$ cat config.mk
export PLATFORM = sky130hd
export DESIGN_NAME = pll_spi_arbiter
export DESIGN_NICKNAME = d
export VERILOG_FILES = /design/src/rtl/pll_spi_pkg.sv /design/src/rtl/pll_spi_rr_pick.sv /design/src/rtl/pll_spi_arbiter.sv
export SDC_FILE = /design/constraint.sdc
export NUM_CORES = 1
export LEC_CHECK = 0
export CORE_AREA = 10 10 99 84
export DETAILED_ROUTE_END_ITERATION = 7
export DIE_AREA = 0 0 109 94
export PLACE_DENSITY = 0.79
export SYNTH_ARGS = -nofsm -noshare
export SYNTH_HDL_FRONTEND = slang
export SYNTH_SLANG_ARGS = --single-unit
$ cat constraint.sdc
create_clock -name clk -period 4.9 [get_ports clk]
set_input_delay 0.49 -clock clk [delete_from_list [all_inputs] [get_ports clk]]
set_output_delay 0.49 -clock clk [all_outputs]
set_load 0.03 [all_outputs]
$ cat src/rtl/pll_spi_pkg.sv
// Shared types and widths for the PLL SPI arbiter.
// Holds the FSM encoding, SPI field widths and a counter-width helper.
package pll_spi_pkg;

    typedef enum logic [1:0] {
        IDLE,
        BUSY,
        ABORT,
        RESP
    } state_t;

    localparam int SPI_ADDR_W = 8;
    localparam int SPI_DATA_W = 8;

    // Width of a counter that must hold 0..n-1 ($clog2, never below 1).
    function automatic int cnt_w(input int n);
        return (n > 1) ? $clog2(n) : 1;
    endfunction

endpackage

$ cat src/rtl/pll_spi_rr_pick.sv
// Combinational round-robin selector.
// Ports: req (request vector), last (last served) -> any, win (next winner).
module pll_spi_rr_pick #(
    parameter  int N_REQ = 2,
    localparam int IW    = $clog2(N_REQ)
) (
    input  logic [N_REQ-1:0] req,
    input  logic [IW-1:0]    last,
    output logic             any,
    output logic [IW-1:0]    win
);

    int j;

    // Walk from the farthest candidate to the nearest one so the
    // nearest set bit after last is the one left in win.
    always_comb begin
        any = 1'b0;
        win = '0;
        j   = 0;
        for (int i = N_REQ - 1; i >= 0; i--) begin
            j = int'(last) + 1 + i;
            if (j >= N_REQ) j = j - N_REQ;
            if (req[IW'(j)]) begin
                any = 1'b1;
                win = IW'(j);
            end
        end
    end

endmodule

$ cat src/rtl/pll_spi_arbiter.sv
// Round-robin arbiter sharing one PLL SPI engine among N_REQ requesters,
// with a watchdog that resets a hung engine and returns an error response.
// Ports: clk/reset; req/rd/addr/wdata in, gnt/rsp_* out per requester;
// busy, timeout_count status; if_* drive the SPI engine.
module pll_spi_arbiter
    import pll_spi_pkg::*;
#(
    parameter int N_REQ          = 2,
    parameter int TIMEOUT_CYCLES = 4096,
    parameter int RST_CYCLES     = 4
) (
    input  logic                        clk,
    input  logic                        reset,
    input  logic [N_REQ-1:0]            req,
    input  logic [N_REQ-1:0]            rd,
    input  logic [SPI_ADDR_W*N_REQ-1:0] addr,
    input  logic [SPI_DATA_W*N_REQ-1:0] wdata,
    output logic [N_REQ-1:0]            gnt,
    output logic [N_REQ-1:0]            rsp_valid,
    output logic [SPI_DATA_W-1:0]       rsp_rdata,
    output logic                        rsp_err,
    output logic                        busy,
    output logic [7:0]                  timeout_count,
    output logic                        if_read,
    output logic                        if_write,
    output logic [SPI_ADDR_W-1:0]       if_addr,
    output logic [SPI_DATA_W-1:0]       if_wdata,
    input  logic [SPI_DATA_W-1:0]       if_rdata,
    input  logic                        if_done,
    output logic                        if_reset
);

    localparam int IW = $clog2(N_REQ);
    localparam int TW = cnt_w(TIMEOUT_CYCLES);
    localparam int RW = cnt_w(RST_CYCLES);
    localparam logic [TW-1:0] T_LAST = TW'(TIMEOUT_CYCLES - 1);
    localparam logic [RW-1:0] R_LOAD = RW'(RST_CYCLES - 1);

    state_t                  state, state_d;
    logic [IW-1:0]           last, last_d, w, w_d, win;
    logic [TW-1:0]           timer, timer_d;
    logic [RW-1:0]           rcnt, rcnt_d;
    logic [N_REQ-1:0]        gnt_d, rv_d;
    logic [SPI_DATA_W-1:0]   rdata_d, wdata_d;
    logic [SPI_ADDR_W-1:0]   addr_d;
    logic [7:0]              tc_d;
    logic                    err_d, rd_d, wr_d, ifrst_d, busy_d, any;
    logic [SPI_ADDR_W-1:0]   addr_a  [N_REQ];
    logic [SPI_DATA_W-1:0]   wdata_a [N_REQ];

    for (genvar g = 0; g < N_REQ; g++) begin : g_slice
        assign addr_a[g]  = addr[g*SPI_ADDR_W +: SPI_ADDR_W];
        assign wdata_a[g] = wdata[g*SPI_DATA_W +: SPI_DATA_W];
    end

    pll_spi_rr_pick #(.N_REQ(N_REQ)) u_pick (
        .req  (req),
        .last (last),
        .any  (any),
        .win  (win)
    );

    always_comb begin
        state_d = state;
        last_d  = last;
        w_d     = w;
        timer_d = timer;
        rcnt_d  = rcnt;
        gnt_d   = gnt;
        rv_d    = rsp_valid;
        rdata_d = rsp_rdata;
        err_d   = rsp_err;
        tc_d    = timeout_count;
        rd_d    = if_read;
        wr_d    = if_write;
        addr_d  = if_addr;
        wdata_d = if_wdata;
        ifrst_d = if_reset;
        unique case (state)
            IDLE: begin
                // Releases the engine on the first edge after block reset.
                ifrst_d = 1'b1;
                if (any) begin
                    w_d        = win;
                    addr_d     = addr_a[win];
                    wdata_d    = wdata_a[win];
                    rd_d       = rd[win];
                    wr_d       = !rd[win];
                    gnt_d      = '0;
                    gnt_d[win] = 1'b1;
                    timer_d    = '0;
                    state_d    = BUSY;
                end
            end
            BUSY: begin
                timer_d = timer + 1'b1;
                // Completion takes priority over a same-cycle timeout.
                if (if_done) begin
                    rdata_d  = if_read ? if_rdata : '0;
                    rd_d     = 1'b0;
                    wr_d     = 1'b0;
                    rv_d[w]  = 1'b1;
                    err_d    = 1'b0;
                    state_d  = RESP;
                end else if (timer == T_LAST) begin
                    rd_d    = 1'b0;
                    wr_d    = 1'b0;
                    ifrst_d = 1'b0;
                    rcnt_d  = R_LOAD;
                    if (timeout_count != 8'hFF) tc_d = timeout_count + 8'd1;
                    state_d = ABORT;
                end
            end
            ABORT: begin
                if (rcnt == '0) begin
                    ifrst_d = 1'b1;
                    rv_d[w] = 1'b1;
                    err_d   = 1'b1;
                    rdata_d = '0;
                    state_d = RESP;
                end else begin
                    rcnt_d = rcnt - 1'b1;
                end
            end
            RESP: begin
                rv_d    = '0;
                err_d   = 1'b0;
                rdata_d = '0;
                gnt_d   = '0;
                last_d  = w;
                state_d = IDLE;
            end
            default: state_d = IDLE;
        endcase
        busy_d = (state_d != IDLE);
    end

    always_ff @(posedge clk or negedge reset) begin
        if (!reset) begin
            state         <= IDLE;
            last          <= IW'(N_REQ - 1);
            w             <= '0;
            timer         <= '0;
            rcnt          <= '0;
            gnt           <= '0;
            rsp_valid     <= '0;
            rsp_rdata     <= '0;
            rsp_err       <= 1'b0;
            busy          <= 1'b0;
            timeout_count <= '0;
            if_read       <= 1'b0;
            if_write      <= 1'b0;
            if_addr       <= '0;
            if_wdata      <= '0;
            if_reset      <= 1'b0;
        end else begin
            state         <= state_d;
            last          <= last_d;
            w             <= w_d;
            timer         <= timer_d;
            rcnt          <= rcnt_d;
            gnt           <= gnt_d;
            rsp_valid     <= rv_d;
            rsp_rdata     <= rdata_d;
            rsp_err       <= err_d;
            busy          <= busy_d;
            timeout_count <= tc_d;
            if_read       <= rd_d;
            if_write      <= wr_d;
            if_addr       <= addr_d;
            if_wdata      <= wdata_d;
            if_reset      <= ifrst_d;
        end
    end

endmodule

==> results by group, run 1 <==
Global routing
  • First-pass GRT wire length: between 10000 and 15000 um
  • Grt total ovfl: 0
  • Initial antenna violation count: 0
  • Number of global-route vias before repair: around 2400
  • Total GRT Usage: 0.141
  • Largest net degree at the start of global routing: 60

Layout
  • Share of layout cells above drive strength 1: 0.0718
  • Diode count: 0
  • Area growth, synth to finish: 40.3%
  • Number of fill cells in the layout: between 400 and 500
  • Nets@finish: 421
  • Fin cells: 460

Yosys
  • Post-Synthesis Cells: 289
  • Mean Syn Cell Area: 9.54 um2
  • XOR/XNOR share of the synthesized area: 0.0159
  • Multiplexer share of the synthesized area: 0.0227
  • Largest family of logic cells by synthesized area: simple AND/OR/NAND/NOR gates
  • Synth Register Bits: 59
  • Number of synthesized flops with an enable pin: 0
  • Synth unique cells: 41
  • Cells taking the most area after synthesis: dfrtp_1 53%, nand2_1 7.4%, o21ai_0 6.4%, o22ai_1 3.9%, nand3_1 2.7%
  • Post-synthesis simple-gate area fraction: 0.189
  • Sequential area share after synthesis: 0.536
  • Adder-cell share of the synthesized area: 0.0136
  • Area of the mapped netlist: 2760 um2
  • Commonest cells post-synth: 58 x dfrtp_1, 54 x nand2_1, 35 x o21ai_0, 17 x o22ai_1, 15 x nand3_1
  • Area share of the largest cell type after synthesis: 0.526
  • Top_reg_cell synth: dfrtp_1
  • Yosys top cell by area: dfrtp_1
  • Ys async rst share: 1.00
  • Mapped Nets: 339
  • Synth Area in Compound Gates: 0.181
  • Yosys synthesis warning count: 0
  • Most frequent cell after synthesis: dfrtp_1

Place
  • Routability congestion estimate: approximately 0.83
  • Placed cells: between 400 and 500
  • Port Buffers: 86
  • Hpwl dp: 5030 um

Min path
  • Worst hold path type: input pin to asynchronous set/reset pin

Status
  • Run status: finished clean

Timing
  • Min Hold Slack: 304 ps
  • RSZ-0062 raised after global routing: no
  • Final worst-path cycle share: 0.444
  • Fin. Hold Viols: 0
  • Final Setup Violations: 0
  • Fin Setup TNS: 0 ps
  • Clock skew: 7.27 ps
  • Period minus WS final: 2180 ps
  • Worst-Margin Slew: 1150 ps
  • Maximum clock rate: between 400 and 500 MHz
  • Slew HR: 0.233
  • Final Max Slew Viols: 0

Drt
  • Vias/cell: ~5.3
  • DRT Wirelength: 6990 um
  • DRC viols: 0
  • First drt pass iteration count: 4
  • Antenna-violating nets left: 0
  • Drt wl/cell: 15.2 um
  • DR iter-0 viols: 132
  • Vias: ~2400

Clock network
  • CTS tree: built
  • Setup repair bufs after CTS: 0
  • H-tree depth: 3
  • Resized Gates After CTS: 0
  • Hold Buf Count CTS: 0
  • CTS Root Cell: clkbuf_8
  • CTS buffer count: 9
  • Clk buf depth: 2
  • Clk slew on worst S/H paths: 60 ps
  • Worst-Skew Late Latency: roughly 320 ps
  • Clock Sinks: 59

Critical path
  • Slowest Stage Delay on Critical Path: just under 900 ps
  • Slowest stage cell, crit path: nand2_1
  • R2R Setup Slk: about 2700 ps
  • Crit-path max FO: 41
  • Crit path buffers/inverters: 0
  • Worst Path Required: 5120 ps
  • Crit-path leading delay family: simple AND/OR/NAND/NOR gates
  • Worst Setup End Kind: flop
  • Crit path DAT: 2400 ps
  • Crit-path cells: nor2_1 -> nand2_1 -> o211ai_1 -> o31ai_1
  • Setup CP Type: flop to flop
  • Critical path startpoint category: flop

Floorplan
  • IO Pins: 88
  • DIE AREA: 10200 um2
  • Core area: 6280 um2
  • Die W: 109 um
  • Height of the chip: 94 um
  • Site Rows: 26
  • Initial Util: 0.439

Pwr
  • Static leakage: 0.00168 uW
  • Pwr dens: 544 nW/um2
  • Tot Pwr: between 2000 and 2500 uW
  • Maximum VDD drop: 0.221 mV

Flow run
  • Max Cap Violations: 0
layout make-up:
type                       count  area, um2  area share
sequential                    59       1480       0.382
multi-input combinational    206       1160       0.300
clock inverter                 4       72.6      0.0188
clock buffer                  12        155      0.0401
inverter                       7       26.3     0.00679
timing repair buffer          88        871       0.225
tap                           84        105      0.0272
final timing paths:
| kind | from | endpoint | cells after the start |
|---|---|---|---|
| worst max-delay path | state[1] | timer[8] | 4 |
| worst min-delay path | reset | rsp_rdata[7] | 2 |
| worst max register to register | state[1] | timer[8] | 4 |
| worst min register to register | rsp_rdata[6] | rsp_rdata[6] | 2 |
| max in group asynchronous | reset | timer[10] | 2 |
| min in group clk | rsp_rdata[6] | rsp_rdata[6] | 2 |
cell families after synthesis:
logic type	after synthesis
adders and majority gates	3
xor gates and xnor gates	5
buffers and inverters	24
muxes	6
DFF	59
AOI/OAI and AO/OA	86
and+or+nand+nor	106
metal layers:
metal | wire length (um) | global-route usage | share of wire | up-vias
li1 | - | - | - | 1193
met1 | 3130 | 0.180 | 0.45 | 1158
met2 | 3240 | 0.221 | 0.46 | 76
met3 | 595 | 0.0562 | 0.085 | 4
met4 | 31 | 0.0318 | 0.0044 | 0
met5 | 0 | 0 | 0 | -
through the flow:
| stage | area, um2 | worst slack (ps) | utilization |
|---|---|---|---|
| floorplan | 2760 | 3100 | - |
| global placement | 3640 | 2460 | 0.580 |
| detailed placement | 3640 | 2430 | 0.580 |
| CTS | 3870 | 2710 | 0.616 |
| global route | 3870 | 2380 | 0.616 |
| finish | 3870 | 2720 | 0.616 |
layout by cell type (no fill, tap or decap), drive strengths merged, types with 4 or more instances in the layout:
| master | synthesis | final |
|---|---|---|
| clkdlybuf4s50 | 0 | 85 |
| nor2 | 10 | 10 |
| nand4 | 5 | 5 |
| and4 | 4 | 4 |
| inv | 7 | 7 |
| o22ai | 17 | 17 |
| nor3 | 6 | 6 |
| a31oi | 6 | 6 |
| mux2i | 4 | 4 |
| dfrtp | 58 | 58 |
| xor2 | 5 | 5 |
| nand2 | 54 | 54 |
| nand3 | 15 | 15 |
| clkbuf | 13 | 12 |
| o21ai | 36 | 36 |
| a21oi | 14 | 14 |
state kept, by name (all words and copies together), names as in the netlist, 2 cells and up:
signal,count
rsp_rdata,8
rcnt,2
gnt,2
rsp_valid,2
if_addr,8
timer,12
state,2
if_wdata,8
timeout_count,8
report_power, final:
group	leakage [uW]	switching [uW]	internal, uW
sequential	0.000769	136	630
clock	0.000113	181	313
combinational	0.000802	499	348
total	0.00168	816	1290
(Power assumes the default switching activity.)
==> run 2: changes to the inputs <==
CORE_AREA = 10 10 102 86   (was 10 10 99 84)
DIE_AREA = 0 0 112 96   (was 0 0 109 94)
PLACE_DENSITY = 0.78   (was 0.79)
clock period = 1.85 ns   (was 4.9 ns; I/O delays follow)
==> results by group, run 2 (synthesized netlist as in run 1, its figures left out) <==
Drt
  • Antenna-violating nets left: 0 (unchanged)
  • DRT Wirelength: 7340 um (was 6990 um)
  • Vias: 2462 (was 2431)
  • DRC viols: 0 (unchanged)
  • DR iter-0 viols: 127 (was 132)
  • Vias/cell: 5.14 (was 5.28)
  • First drt pass iteration count: 4 (unchanged)
  • Drt wl/cell: 15.3 um (was 15.2 um)

Floorplan
  • Height of the chip: 96 um (was 94 um)
  • Initial Util: 0.410 (was 0.439)
  • IO Pins: 88 (unchanged)
  • Site Rows: 27 (was 26)
  • Die W: 112 um (was 109 um)
  • DIE AREA: 10800 um2 (was 10200 um2)
  • Core area: 6720 um2 (was 6280 um2)

Layout
  • Leading cell types in the layout, fill and taps excluded: 85 x clkdlybuf4s50_1, 58 x dfrtp_1, 54 x nand2_1, 35 x o21ai_0, 18 x buf_4 (was 85 x clkdlybuf4s50_1, 58 x dfrtp_1, 54 x nand2_1, 35 x o21ai_0, 17 x o22ai_1)
  • Max reg flops: 12 (unchanged)
  • Nets@finish: 438 (was 421)
  • Largest Register: timer (unchanged)
  • Leading cell type in the layout, fill and taps excluded: clkdlybuf4s50_1 (unchanged)
  • Area growth, synth to finish: 45.1% (was 40.3%)
  • Number of fill cells in the layout: 575 (was 498)
  • Share of layout cells above drive strength 1: 0.110 (was 0.0718)
  • Diode count: 0 (unchanged)

Global routing
  • Initial antenna violation count: 0 (unchanged)
  • Grt total ovfl: 0 (unchanged)
  • Largest net degree at the start of global routing: 22 (was 60)
  • Number of global-route vias before repair: 2364 (was 2356)
  • First-pass GRT wire length: 11900 um (was 11800 um)
  • Total GRT Usage: 0.135 (was 0.141)

Timing
  • Final worst-path cycle share: 0.920 (was 0.444)
  • Final Max Slew Viols: 0 (unchanged)
  • RSZ-0062 raised after global routing: no (unchanged)
  • Fin. Hold Viols: 0 (unchanged)
  • Clock skew: 8.18 ps (was 7.27 ps)
  • Final Setup Violations: 0 (unchanged)
  • Maximum clock rate: 588 MHz (was 459 MHz)
  • Slew HR: 0.634 (was 0.233)
  • Fin Setup TNS: 0 ps (unchanged)
  • Worst-Margin Slew: 547 ps (was 1150 ps)
  • Period minus WS final: 1700 ps (was 2180 ps)

Critical path
  • Critical path startpoint category: flop (unchanged)
  • Worst Setup End Kind: flop (unchanged)
  • Setup CP Type: flop to flop (unchanged)
  • R2R Setup Slk: 150 ps (was 2720 ps)
  • Crit-path max FO: 5 (was 41)
  • Crit path DAT: 1910 ps (was 2400 ps)
  • Worst Path Required: 2060 ps (was 5120 ps)

Clock network
  • Setup repair bufs after CTS: 0 (unchanged)
  • CTS tree: built (unchanged)
  • Clk buf depth: 2 (unchanged)
  • Resized Gates After CTS: 0 (unchanged)
  • Clk slew on worst S/H paths: 60 ps (about the same)
  • Hold Buf Count CTS: 1 (was 0)
  • CTS buffer count: 9 (unchanged)
  • H-tree depth: 3 (unchanged)
  • Worst-Skew Late Latency: 340 ps (was 320 ps)
  • Clock Sinks: 59 (unchanged)
  • CTS Root Cell: clkbuf_8 (unchanged)

Pwr
  • Tot Pwr: 5760 uW (was 2110 uW)
  • Static leakage: 0.00177 uW (was 0.00168 uW)
  • Pwr dens: 1440 nW/um2 (was 544 nW/um2)
  • Maximum VDD drop: 0.519 mV (was 0.221 mV)

Place
  • Port Buffers: 86 (unchanged)
  • Hpwl dp: 5510 um (was 5030 um)
  • Routability congestion estimate: 0.824 (was 0.829)

Min path
  • Worst hold path type: input pin to asynchronous set/reset pin (unchanged)

Flow run
  • Max Cap Violations: 0 (unchanged)

Status
  • Run status: finished clean (unchanged)
-- run 2: cell types whose count changed in the layout (fill, tap and decap cells not counted) --
| cell | previous run | this run |
|---|---|---|
| buf_4 | 2 | 18 |
| clkbuf_1 | 1 | 0 |
| clkinv_4 | 0 | 1 |
| clkinvlp_4 | 1 | 0 |
| dlygate4sd3_1 | 0 | 1 |
-- run 2: critical path: stages, from the launching register on --
cell     delay [ps]
dfrtp_1         410
ha_1            240
and3_1          270
buf_4           170
and4_2          210
nor3_1          220
a21oi_1          60
-- run 2: power by group --
part	switching (uW)	internal [uW]
sequential	284	1670
clock	496	824
combinational	1440	1040
total	2220	3540
-- run 2: layout make-up --
class	count	area [um2]	share of cell area
timing repair buffer	105	1000	0.250
inverter	7	26.3	0.00657
sequential	59	1480	0.369
clock buffer	11	151	0.0378
clock inverter	4	73.8	0.0184
multi-input combinational	206	1160	0.290
tap	87	109	0.0272
-- run 2: path summary, 6_finish.rpt --
path,start,to,cells after the start
hold / removal,reset,rsp_rdata[2],2
setup / recovery,timer[0],rcnt[1],6
min in group clk,if_rdata[7],rsp_rdata[7],3
max in group asynchronous,reset,if_addr[6],3
setup reg to reg,timer[0],rcnt[1],6
hold reg to reg,rsp_rdata[2],rsp_rdata[2],2
-- run 2: stage by stage --
stage	setup WS, ps	util	instances	area [um2]	hold WS, ps
2_1_floorplan	50.2	-	289	2760	-111
3_3_place_gp	144	0.560	463	3770	152
3_5_place_dp	118	0.560	463	3770	157
4_1_cts	136	0.595	479	4000	331
5_1_grt	36.3	0.595	479	4000	359
6_report	149	0.595	479	4000	327
-- run 2: per-layer routing --
layer	GRT usage	up-vias	part of all wire
li1	-	1238	-
met1	0.176	1143	0.49
met2	0.203	69	0.44
met3	0.0510	12	0.059
met4	0.0443	0	0.012
met5	0	-	0
